$ cat src/rtl/rom_fetch_pkg.sv
// Shared constants and FSM encoding for the ROM fetch controller.
// Latency: n/a (package only).
// Backpressure: n/a (package only).
package rom_fetch_pkg;

    // Default geometry of the ROM port and request tag.
    localparam int ROM_DATA_WIDTH = 128;
    localparam int ROM_ADDR_WIDTH = 25;
    localparam int ROM_ID_WIDTH   = 4;

    // Latency counter width: covers accept-to-response latencies of 1..15.
    localparam int CNT_WIDTH      = 4;

    // Fetch FSM: IDLE (free), WAIT (ROM access in flight), RESP (response held).
    typedef enum logic [1:0] {
        FETCH_IDLE = 2'd0,
        FETCH_WAIT = 2'd1,
        FETCH_RESP = 2'd2
    } fetch_state_e;

    // Plain-vector aliases of the enum for legacy code that keeps state as logic.
    localparam logic [1:0] ST_IDLE = FETCH_IDLE;
    localparam logic [1:0] ST_WAIT = FETCH_WAIT;
    localparam logic [1:0] ST_RESP = FETCH_RESP;

endpackage

$ cat src/rtl/rom_fetch_ctrl.sv
// Single-outstanding fetch front-end for a combinational ROM, returning one aligned line per request.
// Latency: response valid exactly LATENCY cycles after the accepting edge (LATENCY legal range 1..15).
// Backpressure: response held stable until resp_ready; new request accepted only when idle or on the response handshake edge.
module rom_fetch_ctrl
    import rom_fetch_pkg::*;
#(
    parameter int DATA_WIDTH = ROM_DATA_WIDTH,
    parameter int ADDR_WIDTH = ROM_ADDR_WIDTH,
    parameter int ID_WIDTH   = ROM_ID_WIDTH,
    parameter int LATENCY    = 2
) (
    input  logic                  clk,
    input  logic                  rst_n,
    input  logic                  req_valid,
    output logic                  req_ready,
    input  logic [ADDR_WIDTH-1:0] req_addr,
    input  logic [ID_WIDTH-1:0]   req_id,
    output logic                  resp_valid,
    input  logic                  resp_ready,
    output logic [DATA_WIDTH-1:0] resp_data,
    output logic [ID_WIDTH-1:0]   resp_id,
    output logic                  resp_err,
    output logic [ADDR_WIDTH-1:0] rom_raddr,
    input  logic [DATA_WIDTH-1:0] rom_rdata
);

    // Number of address bits that select a position inside one ROM line.
    localparam int OFFS = $clog2(DATA_WIDTH);

    // Address bits kept when pointing at the start of a line.
    localparam logic [ADDR_WIDTH-1:0] LINE_MASK =
        ~((ADDR_WIDTH'(1) << OFFS) - ADDR_WIDTH'(1));

    // Counter load value: a WAIT phase lasting LATENCY cycles ends when the counter reads 0.
    localparam logic [CNT_WIDTH-1:0] LAT_M1 = CNT_WIDTH'(LATENCY - 1);

    // Captured request, held for the whole WAIT/RESP lifetime of the transaction.
    typedef struct packed {
        logic [ADDR_WIDTH-1:0] addr;
        logic [ID_WIDTH-1:0]   id;
    } req_t;

    logic [1:0]            state_q;
    logic [1:0]            state_d;
    logic [CNT_WIDTH-1:0]  cnt_q;
    req_t                  req_q;
    logic [DATA_WIDTH-1:0] data_q;
    logic                  err_q;

    logic                  in_idle;
    logic                  in_wait;
    logic                  in_resp;
    logic                  accept;
    logic                  line_done;
    logic                  misaligned;

    assign in_idle    = (state_q == ST_IDLE);
    assign in_wait    = (state_q == ST_WAIT);
    assign in_resp    = (state_q == ST_RESP);

    // A request may enter when the block is free, or on the very edge the held response leaves.
    assign req_ready  = in_idle | (in_resp & resp_ready);
    assign accept     = req_valid & req_ready;

    // The ROM read completes on the last WAIT cycle.
    assign line_done  = in_wait & (cnt_q == '0);

    // Any set offset bit means the caller did not point at a line boundary.
    assign misaligned = |(req_q.addr & ~LINE_MASK);

    // The ROM always sees the line-aligned version of the captured address.
    assign rom_raddr  = req_q.addr & LINE_MASK;

    // Response outputs come straight from registers, so resp_valid never sees resp_ready combinationally.
    assign resp_valid = in_resp;
    assign resp_data  = data_q;
    assign resp_id    = req_q.id;
    assign resp_err   = err_q;

    // Next-state selection for the fetch FSM.
    always_comb begin
        state_d = state_q;
        case (state_q)
            ST_IDLE: begin
                if (accept) begin
                    state_d = ST_WAIT;
                end
            end
            ST_WAIT: begin
                if (line_done) begin
                    state_d = ST_RESP;
                end
            end
            ST_RESP: begin
                // Handshake plus new request chains straight into the next access.
                if (accept) begin
                    state_d = ST_WAIT;
                end else if (resp_ready) begin
                    state_d = ST_IDLE;
                end
            end
            default: begin
                state_d = ST_IDLE;
            end
        endcase
    end

    // State register; reset drops any in-flight transaction so it never responds.
    always_ff @(posedge clk) begin
        if (!rst_n) begin
            state_q <= ST_IDLE;
        end else begin
            state_q <= state_d;
        end
    end

    // Latency counter: loaded on accept, counts down to zero while waiting on the ROM.
    always_ff @(posedge clk) begin
        if (!rst_n) begin
            cnt_q <= '0;
        end else if (accept) begin
            cnt_q <= LAT_M1;
        end else if (in_wait && (cnt_q != '0)) begin
            cnt_q <= cnt_q - CNT_WIDTH'(1);
        end
    end

    // Request capture; address and id stay frozen until the next accepted request.
    always_ff @(posedge clk) begin
        if (!rst_n) begin
            req_q <= '0;
        end else if (accept) begin
            req_q.addr <= req_addr;
            req_q.id   <= req_id;
        end
    end

    // Response capture: line data and alignment flag update together as WAIT ends.
    always_ff @(posedge clk) begin
        if (!rst_n) begin
            data_q <= '0;
            err_q  <= 1'b0;
        end else if (line_done) begin
            data_q <= rom_rdata;
            err_q  <= misaligned;
        end
    end

endmodule
$ cat config.mk
export PLATFORM = sky130hd
export DESIGN_NAME = rom_fetch_ctrl
export DESIGN_NICKNAME = d
export VERILOG_FILES = /design/src/rtl/rom_fetch_pkg.sv /design/src/rtl/rom_fetch_ctrl.sv
export SDC_FILE = /design/constraint.sdc
export NUM_CORES = 1
export LEC_CHECK = 0
export CAP_MARGIN = 0
export CORE_ASPECT_RATIO = 0.75
export CORE_MARGIN = 3
export CORE_UTILIZATION = 44
export CTS_CLUSTER_DIAMETER = 50
export CTS_CLUSTER_SIZE = 12
export DETAILED_ROUTE_END_ITERATION = 10
export GPL_ROUTABILITY_DRIVEN = 0
export HOLD_SLACK_MARGIN = 0.06
export PLACE_DENSITY = 0.86
export REMOVE_ABC_BUFFERS = 1
export SYNTH_ARGS = -nofsm -noshare
export SYNTH_HDL_FRONTEND = slang
export SYNTH_SLANG_ARGS = --single-unit
$ cat constraint.sdc
create_clock -name clk -period 3.8 [get_ports clk]
set_input_delay 1.14 -clock clk [delete_from_list [all_inputs] [get_ports clk]]
set_output_delay 1.14 -clock clk [all_outputs]
set_load 0.02 [all_outputs]
Word level (Yosys, flattened, before mapping)
Index checks and enable logic that the tools add are counted.

Register bits: 164. Bits of input ports: 161. Output and inout bits: 160. Word-level logic and storage cells: 33.

Add/subtract/negate cells: 1. Equality and inequality tests: 5. Multiplexer cells: 7. Bitwise logic cells: 5. Reductions and logical operators: 8.

Operators by type and width (count): 2-bit 2-to-1 mux (4); 7-bit OR reduction (1); 2-bit case mux with 3 select lines (1); 4-bit logical NOT (1); 2-bit by 1-bit inequality test with 1-bit output, second input constant (2); 4-bit nonzero test (1); 4-bit by 1-bit subtractor with 4-bit output, second input constant (1); 1-bit bitwise AND (3); 3-bit by 2-bit inequality test with 1-bit output, second input constant (1); 3-bit AND reduction (1); 2-bit by 1-bit == test with 1-bit output, second input constant (1); 2-bit == test, second input constant (1); 2-bit logical NOT (1); 1-bit 2-to-1 mux (2); 2-bit nonzero test (1); 2-bit OR reduction (1); 1-bit logical AND (1); 1-bit NOT (1); 1-bit OR (1).

Longest topological paths before layout
Gate-level depths: netlist (run 1).

Depth in word-level cells: 6. Gate-level depth with buffers: 7. Gate-level depth less buffers: 5.

Least setup slack after synthesis (run 1)
Ideal clock, no wire load.

Kind: input to output. Start point: input port resp_ready. End point: output port req_ready. Arrival: 1.729 ns. Data required time: 2.660 ns. Path slack: 0.931 ns. Cell stages on the path: 3. Path buffers: 1. Path through: nor2b_1 -> clkbuf_1 -> nor2_1.

Longest elaborated chain between the ends: 2.

Ends and longest elaborated chain: from (decl) (line rom_fetch_ctrl.sv:19) `input logic resp_ready,`; 1-bit bitwise AND (line rom_fetch_ctrl.sv:62) `assign req_ready = in_idle | (in_resp & resp_ready);`; 1-bit OR (line rom_fetch_ctrl.sv:62); to (decl) (line rom_fetch_ctrl.sv:15) `output logic req_ready,`.

Every way passes these cells.

Worst setup path after layout (run 1)
Ends and elaborated chain as after synthesis.

==> results of run 1 <==
[placed cells by master (no fill, tap or decap), drive strengths merged, types with 2 or more instances in the layout]
cell and instances:
conb 7, o21a 2, nor2 4, a21oi 161
dfxtp 164, nor3 2, clkinv 2, o21ai 160
bufinv 4, clkinvlp 3, nand3 157, nand2b 3
clkbuf 21, inv 6, nor2b 5, buf 16
clkdlybuf4s50 313
[per-layer routing]
metal  vias to the layer above  wire length [µm]  share of wire (%)
li1                       3252                 -                  -
met1                      3332              8810                 39
met2                       296             11100                 49
met3                        33              2120                9.5
met4                         0               412                1.8
met5                         -                 0                  0
[metrics by stage]
stage                     setup TNS, ns  hold WS (ns)
after floorplan                 -182.71         0.454
after global placement                0         0.459
after detailed placement              0         0.466
after CTS                             0         0.474
after global routing                  0         0.496
final                                 0         0.474
[state kept, by name, summed over array words and instances, names as in the netlist]
register	flops
resp_data	128
rom_raddr	18
req_q	7
cnt_q	4
resp_id	4
state_q	2
resp_err	1
[logic make-up after synthesis]
kind of cell	synth area share [%]
AO/OA/AOI/OAI	25.2
adder cells (fa/ha/maj)	0.191
buffers and inverters	10.3
flip-flops	50.1
other	0.0573
AND/OR/NAND/NOR	14.2
[layout make-up]
type | instances | area (µm²) | share of cell area, %
Timing Repair Buffer | 329 | 3300 | 32.6
Sequential cell | 164 | 3280 | 32.4
Multi-Input combinational cell | 512 | 2640 | 26.1
Clock buffer | 21 | 460 | 4.55
Tap cell | 195 | 244 | 2.41
Clock inverter | 11 | 174 | 1.72
Inverter | 4 | 17.5 | 0.173
[critical path, stage by stage]
cell and delay (ns):
clkdlybuf4s50_1 0.50, nor2b_1 0.07, nor2_1 0.11, clkdlybuf4s50_1 0.62
[where the power goes]
part | leakage [µW] | switching, µW | internal (µW) | total [µW]
Clock | 0.000300 | 699 | 1140 | 1840
Sequential | 0.00134 | 51.4 | 1820 | 1870
Combinational | 0.00180 | 523 | 418 | 941
[path summary, 6_finish.rpt]
check | start | end | slack (ns) | depth (start not counted)
min | resp_data[34] | resp_data[34] | 0.47 | 2
max reg2reg | cnt_q[0] | resp_data[98] | 1.48 | 6
min reg2reg | resp_data[34] | resp_data[34] | 0.47 | 2
max | resp_ready | req_ready | 0.22 | 4
==> run_results.csv, run 1 <==
group,metric,value,unit
final_layout,drive_gt1_share,5.09,%
final_layout,area_growth_syn_to_layout,54.5,%
final_layout,fin_util,71.7,%
placement,place_ws,0.219,ns
setup_path,critPathLaunchType,"input port",
routing,drc,0,
setup_path,end_kind,"output pin",
final_layout,nFillCells,1092,
setup_path,arrival,2.44,ns
die,rows,37,
yosys,synth_area_leaders,"dfxtp_1 (50%), a21oi_1 (12%), nand3_1 (12%), o21ai_0 (9.6%), buf_4 (3.4%)",
sta,period_needed,3.58,ns
final_layout,fin_area,10100,µm²
yosys,synthTopCellsByCount,"dfxtp_1 (164), a21oi_1 (161), nand3_1 (157)",
clock_tree,clk_pin_slew,0.06,ns
routing,vias,6913,
sta,clock.fmax,0.279,GHz
global_routing,gr-max-usage-layer,"met2",
placement,place_inst,1204,
global_routing,use_met2,43.9,%
die,io_pins,321,
die,die_h,112,µm
clock_tree,holdBufCountCts,0,
setup_path,required,2.66,ns
routing,first_pass_iters,5,
sta,fin_ws,0.220,ns
yosys,synth_seq_cells,164,
clock_tree,clock_path_buffers,2,
yosys,ys_seq_area_share,50.1,%
global_routing,grt_max_degree,78,
routing,drt.antenna.violating_nets,0,
clock_tree,cts_tree,"yes",
global_routing,grt_first_pass_wirelength,35300,µm
clock_tree,cts_buffers,17,
power_and_ir_drop,power_density,460,nW/µm²
yosys,synth.most_common_cell,"dfxtp_1",
placement,portBuffers,313,
power_and_ir_drop,p_total,4650,µW
die,core_area,14100,µm²
routing,viasPerCell,5.59,
sta,finalSetupViolations,0,
setup_path,path_class,"in -> out",
yosys,synthDistinctLibCells,29,
yosys,yosys_most_used_dff,"dfxtp_1",
placement,placed_area,9490,µm²
clock_tree,cts_resized,0,
run,cap_violations,0,
placement,dp_hpwl,14700,µm
yosys,synth-edff-count,0,
power_and_ir_drop,leakage,0.00344,µW
clock_tree,root_buffer,"clkbuf_16",
global_routing,grt_pass1_vias,6562,
global_routing,gr-usage-met1,32.1,%
sta,skew,0.00514,ns
outcome,status,"finished, final reports clean",
sta,finalMaxSlewViolations,0,
sta,fin_crit_sh,94.2,%
yosys,yosysTopAreaCell,"dfxtp_1",
yosys,netlist_area,6550,µm²
worst_hold_path,holdCritPathClass,"reg -> reg",
sta,slew_headroom,31.0,%
final_layout,antenna_cells,0,
routing,wl_per_cell,18.1,µm
final_layout,nets,1190,
setup_path,path_max_fanout,3,
power_and_ir_drop,peakVddDrop,0.326,mV
die,start_util,46.4,%
sta,rsz0062_at_grt,"no",
yosys,avgSynthCellArea,8.29,µm²
routing,initialDrtViolationCount,519,
clock_tree,clock_sinks,164,
sta,tightest_slew,1.03,ns
global_routing,antenna_found_initial,0,
global_routing,track_usage,26.3,%
yosys,synth_cells,790,
clock_tree,post-cts-setup-buffers,0,
sta,hold_viol,0,
routing,routed_wl,22400,µm
final_layout,stdcell_count,1236,
yosys,synth.top_cell.area_share,50.1,%
global_routing,grtUsageMet3,9.52,%
clock_tree,h-tree-depth,4,
die,die_w,147,µm
clock_tree,clk_latency,0.42,ns
global_routing,grt-ovfl-total,0,
yosys,yosys_warnings,0,
yosys,async_flop_share,0,%
die,die-area,16400,µm²
(Power assumes the default switching activity.)
==> run 2: changes to the inputs <==
Settings changed: CORE_UTILIZATION 44 to 41, PLACE_DENSITY 0.86 to 0.81.
Clock period 3.8 ns to 3.98 ns, I/O delays scaled along.
==> run 2 against run 1 <==
Register-to-register slack better by 0.17 ns. Critical path depth unchanged. Via count down 2.3%. Wire length decreased by 4.1%. Non-clock buffer count shrank 4. Total power fell by 7.1%. Worst setup slack better by 0.12 ns. First-iteration DRC count decreased by 24%. Clock skew grew 0.0055 ns. Sequential cell count unchanged.
==> run_results.csv, run 2 (same netlist as run 1, synthesis figures left out) <==
group,metric,value,unit
outcome,status,"finished, final reports clean",
routing,first_pass_iters,5,
global_routing,track_usage,22.9,%
sta,tns,0,ns
global_routing,grt_max_degree,94,
die,die-area,17500,µm²
setup_path,required,2.79,ns
routing,vias,6754,
placement,placed_area,9430,µm²
routing,viasPerCell,5.44,
final_layout,layout_commonest_cell,"clkdlybuf4s50_1",
final_layout,drive_gt1_share,4.82,%
routing,routed_wl,21500,µm
final_layout,layout_common_cells,"clkdlybuf4s50_1 (313), dfxtp_1 (164), a21oi_1 (161)",
setup_path,end_kind,"output pin",
final_layout,nFillCells,1316,
setup_path,crit_slowest_cell,"clkdlybuf4s50_1",
final_layout,antenna_cells,0,
global_routing,grt-ovfl-total,0,
routing,drt.antenna.violating_nets,0,
power_and_ir_drop,leakage,0.00338,µW
clock_tree,clk_latency,0.42,ns
sta,skew,0.0107,ns
clock_tree,cts_resized,0,
final_layout,largest_register_ffs,128,
run,cap_violations,0,
clock_tree,h-tree-depth,4,
sta,fin_crit_sh,91.4,%
sta,period_needed,3.64,ns
placement,dp_hpwl,14000,µm
final_layout,seqCellArea,3280,µm²
final_layout,area_growth_syn_to_layout,53.0,%
power_and_ir_drop,peakVddDrop,0.334,mV
setup_path,path_class,"in -> out",
setup_path,path_max_fanout,3,
placement,place_inst,1210,
placement,portBuffers,313,
worst_hold_path,holdCritPathClass,"reg -> reg",
setup_path,arrival,2.45,ns
setup_path,reg2reg_slack,1.65,ns
global_routing,grt_first_pass_wirelength,33100,µm
clock_tree,holdBufCountCts,0,
sta,finalMaxSlewViolations,0,
die,io_pins,321,
die,die_w,152,µm
sta,finalSetupViolations,0,
routing,drc,0,
routing,initialDrtViolationCount,395,
clock_tree,post-cts-setup-buffers,0,
die,core_area,15400,µm²
clock_tree,cts_tree,"yes",
routing,wl_per_cell,17.3,µm
sta,slew_headroom,32.1,%
clock_tree,clock_path_buffers,2,
power_and_ir_drop,power_density,431,nW/µm²
setup_path,crit_path_frequent_cell,"clkdlybuf4s50_1",
final_layout,nets,1186,
sta,fin_worst_hold_slack,0.473,ns
final_layout,stdcell_count,1242,
setup_path,crit_path_cell_trace,"clkdlybuf4s50_1 > nor2b_1 > nor2_1 > clkdlybuf4s50_1",
global_routing,grt_pass1_vias,6272,
sta,tightest_slew,1.02,ns
die,rows,39,
clock_tree,cts_buffers,17,
die,start_util,42.5,%
setup_path,cpPeakStageDelay,0.60,ns
die,die_h,115,µm
setup_path,critPathLaunchType,"input port",
sta,clock.fmax,0.275,GHz
clock_tree,clk_pin_slew,0.06,ns
final_layout,fin_area,10000,µm²
final_layout,multiInputGateArea,2640,µm²
global_routing,antenna_found_initial,0,
clock_tree,root_buffer,"clkbuf_16",
sta,hold_viol,0,
sta,rsz0062_at_grt,"no",
clock_tree,clock_sinks,164,
run 2: worst max-delay path, delay by kind of cell:
family,cells,cell delay [ns]
AND/OR/NAND/NOR,2,0.15
buffers and inverters,2,1.10
run 2: power breakdown:
| group | internal, µW | switching, µW | total (µW) |
|---|---|---|---|
| logic | 388 | 490 | 878 |
| clock network | 951 | 705 | 1660 |
| registers | 1740 | 47.6 | 1790 |
| total | 3080 | 1240 | 4320 |
run 2: worst paths after layout:
check	cells past startpoint	from	to
worst max-delay path	4	resp_ready	req_ready
worst min-delay path	2	resp_data[9]	resp_data[9]
worst max register to register	6	cnt_q[0]	cnt_q[0]
worst min register to register	2	resp_data[9]	resp_data[9]
run 2: final cells by class:
cell class,count,share of cell area [%]
clock buffers,19,4.42
clock inverters,13,1.49
inverters,4,0.175
multi-input cells,512,26.3
flip-flops and latches,164,32.8
well taps,205,2.56
repair buffers,325,32.3
run 2: metrics by stage:
stage          setup slack (ns)  utilization [%]  power, µW
2_1_floorplan             -1.41                -       2220
3_3_place_gp              0.349             61.2       2690
6_report                  0.340             65.0       4320
4_1_cts                   0.340             65.0       4340
3_5_place_dp              0.348             61.2       2700
5_1_grt                   0.262             65.0       4490
run 2: layer usage:
layer | global-route usage, % | vias to the layer above | wire length [µm]
met5 | 0 | - | 0
met4 | 7.66 | 0 | 492
met3 | 9.44 | 36 | 1940
met2 | 36.6 | 259 | 10100
met1 | 28.4 | 3219 | 8980
li1 | - | 3240 | -
==> run 3: changes to the inputs <==
Settings changed: ABC_AREA from default to 1, CORE_UTILIZATION 41 to 39, PLACE_DENSITY 0.81 to 0.8.
==> run 3 against run 2 <==
Non-clock buffer count fell by 3. Sequential share of layout area is 1.5 points higher. Clock skew grew 0.0032 ns. Maximum frequency fell by 0.75%. Sequential cell count is the same. Count of clock-buffer cells in the layout is 2 lower. Cell count up 0.32%. Hold slack got worse by 0.013 ns. Total power grew 3.3%.
==> run_results.csv, run 3 <==
group,metric,value,unit
power_and_ir_drop,power_density,466,nW/µm²
final_layout,fin_util,64.6,%
final_layout,stdcell_count,1246,
die,die-area,17000,µm²
clock_tree,clk_pin_slew,0.07,ns
sta,rsz0062_at_grt,"no",
setup_path,timing.rr.start,"cnt_q[0]",
setup_path,r2r_cells,6,
placement,dp_hpwl,13300,µm
die,io_pins,321,
yosys,synth_area_leaders,"dfxtp_1 (54%), nor2_1 (16%), o21ai_1 (9.1%), buf_4 (4.0%), a21oi_1 (3.0%)",
final_layout,area_growth_syn_to_layout,58.6,%
clock_tree,root_buffer,"clkbuf_16",
run,cap_violations,0,
setup_path,endpoint,"req_ready",
final_layout,drive_gt1_share,4.68,%
yosys,synth_adder_area_share,0.207,%
routing,initialDrtViolationCount,283,
clock_tree,cts_resized,0,
yosys,synthSimpleGateAreaFrac,22.3,%
die,rows,38,
sta,clock.fmax,0.273,GHz
die,die_w,150,µm
sta,hold_viol,0,
yosys,synth_cells,769,
setup_path,path_max_fanout,2,
clock_tree,clock_path_buffers,2,
clock_tree,post-cts-setup-buffers,0,
yosys,synthMuxAreaShare,0,%
yosys,yosysTopAreaCell,"dfxtp_1",
final_layout,largest_register_ffs,128,
routing,first_pass_iters,6,
final_layout,layout_commonest_cell,"clkdlybuf4s50_1",
clock_tree,h-tree-depth,4,
yosys,netlist_area,6040,µm²
clock_tree,clk_latency,0.42,ns
global_routing,grt_first_pass_wirelength,29000,µm
final_layout,nets,1195,
yosys,synthDistinctLibCells,20,
yosys,avgSynthCellArea,7.86,µm²
final_layout,multiInputGateArea,2240,µm²
routing,viasPerCell,4.76,
setup_path,arrival,2.47,ns
yosys,synth.top_cell.area_share,54.3,%
sta,finalSetupViolations,0,
final_layout,fin_area,9580,µm²
routing,vias,5937,
placement,portBuffers,313,
yosys,yosys_most_used_dff,"dfxtp_1",
global_routing,antenna_found_initial,0,
yosys,ys_seq_area_share,54.3,%
clock_tree,cts_tree,"yes",
sta,finalMaxSlewViolations,0,
sta,period_needed,3.67,ns
setup_path,critPathLaunchType,"input port",
setup_path,critPathLaunch,"resp_ready",
clock_tree,cts_buffers,17,
setup_path,regToRegEndpoint,"resp_data[1]",
power_and_ir_drop,peakVddDrop,0.289,mV
global_routing,grt_max_degree,75,
sta,tightest_slew,1.01,ns
yosys,synth_compound_area_share,13.7,%
setup_path,path_class,"in -> out",
yosys,synth-xor-area-share,0.145,%
global_routing,track_usage,21.2,%
sta,fin_worst_hold_slack,0.460,ns
global_routing,grt_pass1_vias,5726,
sta,skew,0.0139,ns
worst_hold_path,holdCritPathClass,"reg -> reg",
routing,wl_per_cell,15.3,µm
routing,routed_wl,19000,µm
yosys,synth-edff-count,0,
setup_path,required,2.79,ns
yosys,synth_top_family_by_area,"simple AND/OR/NAND/NOR gates",
yosys,synth.most_common_cell,"nor2_1",
sta,fin_crit_sh,92.1,%
power_and_ir_drop,leakage,0.00391,µW
yosys,synth_seq_cells,164,
yosys,async_flop_share,0,%
clock_tree,clock_sinks,164,
setup_path,end_kind,"output pin",
die,die_h,114,µm
placement,place_inst,1214,
final_layout,seqCellArea,3280,µm²
die,start_util,40.7,%
placement,placed_area,9000,µm²
die,core_area,14800,µm²
clock_tree,holdBufCountCts,0,
sta,tns,0,ns
outcome,status,"finished, final reports clean",
sta,slew_headroom,32.6,%
final_layout,antenna_cells,0,
final_layout,nFillCells,1287,
final_layout,layout_common_cells,"clkdlybuf4s50_1 (312), nor2_1 (264), dfxtp_1 (164)",
yosys,yosys_warnings,0,
global_routing,grt-ovfl-total,0,
yosys,synthTopCellsByCount,"nor2_1 (264), dfxtp_1 (164), o21ai_1 (110)",
setup_path,reg2reg_slack,1.82,ns
routing,drc,0,
routing,drt.antenna.violating_nets,0,
-- run 3: critical path: stages --
cell and delay, ns:
clkdlybuf4s50_1 0.46, inv_1 0.06, a21oi_2 0.14, clkdlybuf4s50_1 0.62
-- run 3: worst min-delay path by stage --
stage / cells after the start / startpoint / end / slack [ns]
after global placement: 2 / rom_raddr[13] / rom_raddr[13] / 0.45
after CTS: 2 / resp_id[3] / resp_id[3] / 0.46
after global routing: 2 / rom_raddr[19] / rom_raddr[19] / 0.48
after floorplan: 2 / req_q[10] / req_q[10] / 0.44
after detailed placement: 2 / resp_id[3] / resp_id[3] / 0.45
final: 2 / resp_id[3] / resp_id[3] / 0.46
-- run 3: through the flow --
stage / setup WS (ns) / power [µW]
CTS: 0.310 / 4510
global placement: 0.324 / 2870
global route: 0.264 / 4650
floorplan: 0.00415 / 2340
detailed placement: 0.320 / 2880
finish: 0.313 / 4460
-- run 3: kinds of logic after synthesis --
family | count (synthesis)
and+or+nand+nor | 345
AOI/OAI and AO/OA | 165
DFF | 164
buffers and inverters | 92
xor gates and xnor gates | 1
adders and majority gates | 1
other | 1
-- run 3: cell type report --
| cell class | count | area share (%) |
|---|---|---|
| repair buffers | 322 | 33.4 |
| well taps | 200 | 2.61 |
| flip-flops and latches | 164 | 34.3 |
| inverters | 9 | 0.352 |
| clock buffers | 17 | 4.44 |
| clock inverters | 15 | 1.61 |
| multi-input cells | 519 | 23.4 |
-- run 3: layer usage --
layer | part of all wire, % | vias up | GRT usage, %
li1 | - | 2979 | -
met1 | 41 | 2684 | 24.4
met2 | 47 | 234 | 35.9
met3 | 9.5 | 40 | 7.70
met4 | 2.7 | 0 | 8.84
met5 | 0 | - | 0
-- run 3: where the power goes --
part           switching, µW  internal (µW)
Clock                    725            891
Sequential              75.6           1790
Combinational            510            469
